==> config.mk <==
export PLATFORM = sky130hd
export DESIGN_NAME = myfilter_window
export DESIGN_NICKNAME = d
export VERILOG_FILES = /design/src/rtl/myfilter_window.sv
export SDC_FILE = /design/constraint.sdc
export NUM_CORES = 1
export LEC_CHECK = 0
export ABC_AREA = 1
export BUFFER_PORTS_ARGS = -buffer_cell sky130_fd_sc_hd__buf_2
export CAP_MARGIN = 10
export CORE_ASPECT_RATIO = 2
export CORE_MARGIN = 3
export CORE_UTILIZATION = 29
export DETAILED_ROUTE_END_ITERATION = 6
export PLACE_DENSITY_LB_ADDON = 0.12
export REMOVE_ABC_BUFFERS = 1
export SLEW_MARGIN = 20
export SYNTH_ARGS = -nofsm -noshare
export SYNTH_HDL_FRONTEND = slang
export SYNTH_SLANG_ARGS = --single-unit
==> constraint.sdc <==
create_clock -name clk -period 3.8 [get_ports clk]
set_clock_uncertainty 0.15 [all_clocks]
set_input_delay 0.76 -clock clk [delete_from_list [all_inputs] [get_ports clk]]
set_output_delay 0.76 -clock clk [all_outputs]
set_load 0.005 [all_outputs]
==> src/rtl/myfilter_window.sv <==
// Windowed majority / debounce filter over WIDTH independent 1-bit channels.
// Each channel keeps its last DEPTH accepted samples; evaluation is registered one edge after acceptance.
module myfilter_window #(
  parameter int WIDTH = 4,
  parameter int DEPTH = 3
) (
  input  logic             clk,
  input  logic             rst,
  input  logic             in_valid,
  input  logic [WIDTH-1:0] din,
  input  logic             mode,
  output logic             out_valid,
  output logic [WIDTH-1:0] dout,
  output logic [WIDTH-1:0] changed
);

  localparam int                FILL_W    = $clog2(DEPTH + 1);
  localparam logic [FILL_W-1:0] FILL_FULL = FILL_W'(DEPTH);
  localparam int                HALF      = DEPTH / 2;

  // An even window would allow majority ties, so refuse to build one.
  if (DEPTH < 3 || (DEPTH % 2) == 0) begin : g_bad_depth
    $error("myfilter_window: DEPTH must be odd and >= 3");
  end

  logic [WIDTH-1:0][DEPTH-1:0] hist;
  logic [FILL_W-1:0]           fill;
  logic                        eval;
  logic [WIDTH-1:0]            next_dout;

  always_ff @(posedge clk or posedge rst) begin
    if (rst) begin
      hist <= '0;
      fill <= '0;
      eval <= 1'b0;
    end else begin
      eval <= in_valid;
      if (in_valid) begin
        for (int i = 0; i < WIDTH; i++) begin
          hist[i] <= {hist[i][DEPTH-2:0], din[i]};
        end
        if (fill != FILL_FULL) begin
          fill <= fill + 1'b1;
        end
      end
    end
  end

  // Debounce keeps the old bit unless the whole window agrees.
  always_comb begin
    next_dout = dout;
    for (int i = 0; i < WIDTH; i++) begin
      if (!mode) begin
        next_dout[i] = ($countones(hist[i]) > HALF);
      end else if (&hist[i]) begin
        next_dout[i] = 1'b1;
      end else if (~|hist[i]) begin
        next_dout[i] = 1'b0;
      end
    end
  end

  always_ff @(posedge clk or posedge rst) begin
    if (rst) begin
      out_valid <= 1'b0;
      dout      <= '0;
      changed   <= '0;
    end else if (eval && fill == FILL_FULL) begin
      out_valid <= 1'b1;
      dout      <= next_dout;
      changed   <= next_dout ^ dout;
    end else begin
      out_valid <= 1'b0;
      changed   <= '0;
    end
  end

endmodule

# --- Word-level counts from Yosys, hierarchy flattened ---
# Index checks and enable logic that the tools add are counted.
word_totals:
  register_bits: 24
  word_cells: 49
  in_bits: 8
  output_inout_bits: 9
classes:
  addsub: 9
  magnitude_cmp: 4
  reduce_logical: 10
  bitwise: 1
  n_eq_ne: 2
  muxes: 14
op_table:
  columns: ["operator", "n"]
  rows:
  - ["$mux W1", 13]
  - ["$add A2 B1 Y3", 4]
  - ["$gt A3 B1 Y1 const B", 4]
  - ["$reduce_and A3 Y1", 4]
  - ["$reduce_or A3 Y1", 4]
  - ["$add A1 B1 Y2", 4]
  - ["$mux W4", 1]
  - ["$xor A4 B4 Y4", 1]
  - ["$add A2 B1 Y2 const B", 1]
  - ["$eq A2 B2 Y1 const B", 1]
  - ["$ne A2 B2 Y1 const B", 1]
  - ["$reduce_and A2 Y1", 1]
  - ["$logic_and A1 B1 Y1", 1]

# --- Depth between registers and ports, before layout ---
depth:
  word_depth: 6
  mapped_depth: 7

# --- Worst setup path before layout ---
# Ideal clock, no wire load.
synth_path:
  kind: "in2reg"
  startpoint: "input in_valid"
  endpoint: "register fill[1]"
  required_ns: 3.525
  slack_ns: 2.265
  t_arrival_ns: 1.260
  stages: 3
  cell_sequence: "buf_4 > nand2_2 > mux2_4"
synth_via:
  elab_chain_len: 1
synth_lines:
  columns: ["element", "line_no", "text"]
  rows:
  - ["start: declaration", "9", "input logic in_valid,"]
  - ["$reduce_and A2 Y1 (no line)", null, null]
  - ["end signal: assignment", "43", "fill <= fill + 1'b1;"]
  - ["end: declaration", "27", "logic [FILL_W-1:0] fill;"]
# No other way between the ends.
# A chain may end at the register's enable or synchronous reset.

# --- Worst setup path after layout ---
layout_path:
  startpoint: "register dout[3]"
  endpoint: "output dout[3]"
layout_rtl:
  columns: ["element", "line_no", "text"]
  rows:
  - ["start: declaration", "13", "output logic [WIDTH-1:0] dout,"]
  - ["start signal: assignment", "70", "dout <= next_dout;"]
# No word-level cell between the ends.

==> impl_metrics.env <==
export IMPL_outcome="completed"
export IMPL_layout_cells_non_filler=201
export IMPL_setup_viol=0
export IMPL_critPathMaxFanout=5
export IMPL_cts_buffers=3
export IMPL_tightest_slew_ps=940
export IMPL_avgSynthCellArea_sq_um=8.38
export IMPL_initial_utilization_pct=30.9
export IMPL_gp_congestion=0.670
export IMPL_grt_pass1_wl_um=3800
export IMPL_drtAntennaViolNets=0
export IMPL_wire_per_inst_um=10.9
export IMPL_nNetsFinal=167
export IMPL_drive_gt1_share_pct=15.8
export IMPL_dieWidth_um=50.3
export IMPL_hold_buffers=0
export IMPL_final_common_cell="nand2_1"
export IMPL_synth_seq_cells=24
export IMPL_cts_buffer_depth=2
export IMPL_clk_latency_ps=260
export IMPL_die_h_um=94.7
export IMPL_fmax_ghz=0.574
export IMPL_slew_violations=0
export IMPL_placedCellCount=198
export IMPL_ir_drop_v=0.000248
export IMPL_grt_ovfl_total=0
export IMPL_track_usage_pct=10.7
export IMPL_power_density_mw_per_mm2=560
export IMPL_drtIter0Drc=15
export IMPL_cts_resized=0
export IMPL_max_slew_margin_pct=37.2
export IMPL_synth_distinct_cells=14
export IMPL_grt_pass1_vias=875
export IMPL_required_ps=2890
export IMPL_yosysTopAreaCellShare_pct=52.7
export IMPL_viasPerCell=4.38
export IMPL_rsz0062_at_grt="false"
export IMPL_end_kind="output pin"
export IMPL_synth_warnings=0
export IMPL_fin_crit_ps=1740
export IMPL_cts_tree="done"
export IMPL_drcViolationCount=0
export IMPL_cp_slowest_stage_delay_ps=430
export IMPL_htreeDepth=1
export IMPL_antenna_found_initial=0
export IMPL_dp_hpwl_um=1620
export IMPL_hp_class="reg -> reg"
export IMPL_die_area_sq_mm=0.00476
export IMPL_power_leakage_nw=0.692
export IMPL_startpoint_type="register"
export IMPL_synthTopCellsByArea="dfrtp_1 (53%), nand2_1 (13%), ha_1 (5.5%), a21oi_1 (5.3%), nand3_1 (5.3%)"
export IMPL_hold_viol_final=0
export IMPL_fin_tns_setup_ps=0
export IMPL_antennaDiodeCount=0
export IMPL_io_pins=17
export IMPL_drt_total_wl_um=2200
export IMPL_via_count=880
export IMPL_std_cell_rows=31
export IMPL_syn_to_final_growth_pct=14.5
export IMPL_cts_root_buf="clkbuf_8"
export IMPL_core_sq_mm=0.00368
export IMPL_post_route_period_util_pct=45.9
export IMPL_numPortBuffers=16
export IMPL_crit_type="reg -> out"
export IMPL_netlist_area_sq_mm=0.00114
export IMPL_critical_path_buf_inv_count=1
export IMPL_critPathSlowestCell="dfrtp_1"
export IMPL_syn_inst=136
export IMPL_grt_max_degree=27
export IMPL_cts_sinks=24
export IMPL_synth_top_cell_by_area="dfrtp_1"
export IMPL_dr_pass1_iters=3
export IMPL_cts_setup_buffers=0
export IMPL_clkSlewWorstSetupHoldPaths_ps=80
export IMPL_worstPathArrival_ps=830
export IMPL_fillers=389
export IMPL_worstPathCellList="buf_2"
export IMPL_yosysSeqAreaShare_pct=52.7
export IMPL_layout_common_cells="nand2_1 (39), dfrtp_1 (24), buf_2 (16), inv_1 (15)"
export IMPL_critPathTopFamily="flip-flops"
export IMPL_max_cap_violations=0
==> per-stage QoR <==
stage               setup slack (ps)  cell area, sq um  hold WS [ps]  power [mW]  utilization, %
floorplan                       2410              1120           302       0.513               -
global placement                1980              1260           316       0.581            34.3
detailed placement              1970              1260           327       0.592            34.3
CTS                             2050              1310           343       0.745            35.4
global route                    2020              1310           358       0.793            35.4
finish                          2060              1310           341       0.730            35.4
==> power breakdown <==
| group | leakage [nW] | internal [mW] | switching [mW] | total, mW |
|---|---|---|---|---|
| combinational | 0.374 | 0.101 | 0.117 | 0.218 |
| sequential | 0.296 | 0.314 | 0.0513 | 0.365 |
| clock | 0.0216 | 0.0708 | 0.0761 | 0.147 |
==> layer usage <==
| metal | up-vias | global-route usage (%) | wire (um) |
|---|---|---|---|
| met4 | 0 | 6.07 | 48 |
| met2 | 13 | 19.1 | 1130 |
| met1 | 399 | 11.7 | 940 |
| met5 | - | 0 | 0 |
| li1 | 464 | - | - |
| met3 | 4 | 1.58 | 77 |
==> state kept, by name, summed over array words and instances, names as in the netlist <==
register	flops
changed	4
eval	1
hist	12
dout	4
fill	2
out_valid	1
==> kinds of logic (layout without fill, tap and decap cells) <==
group / after synthesis / count (layout) / share of synthesized area [%]
compound gates: 20 / 20 / 8.78
xor+xnor: 1 / 1 / 0.769
fa+ha+maj: 5 / 5 / 5.49
buf+inv: 19 / 35 / 7.24
flops: 24 / 24 / 52.7
mux: 1 / 1 / 1.32
simple gates: 66 / 66 / 23.7
==> final timing paths <==
check	to	start	slack [ps]	cells after the start
max in group asynchronous	changed[2]	rst	2380	2
hold reg to reg	fill[0]	fill[0]	340	1
hold / removal	fill[0]	fill[0]	340	1
setup / recovery	dout[3]	dout[3]	2060	1
min in group asynchronous	changed[0]	rst	540	2
setup reg to reg	changed[2]	hist[6]	2340	5
==> synthesized netlist by cell type <==
master	number
mux2_4	1
clkinv_4	1
nand2_2	3
dfrtp_1	24
nand2_1	39
buf_4	1
inv_1	15
nand3_1	12
buf_2	2
o21ai_1	8
ha_1	5
xnor2_1	1
nor2_1	12
a21oi_1	12
==> layout make-up <==
type | count | area [sq um] | area share, %
clock buffers | 3 | 41.3 | 3.16
inverters | 16 | 65.1 | 4.99
multi-input cells | 93 | 457 | 35.0
flip-flops and latches | 24 | 601 | 46.0
well taps | 49 | 61.3 | 4.70
repair buffers | 16 | 80.1 | 6.14
Power figures use the tool's default switching activity.
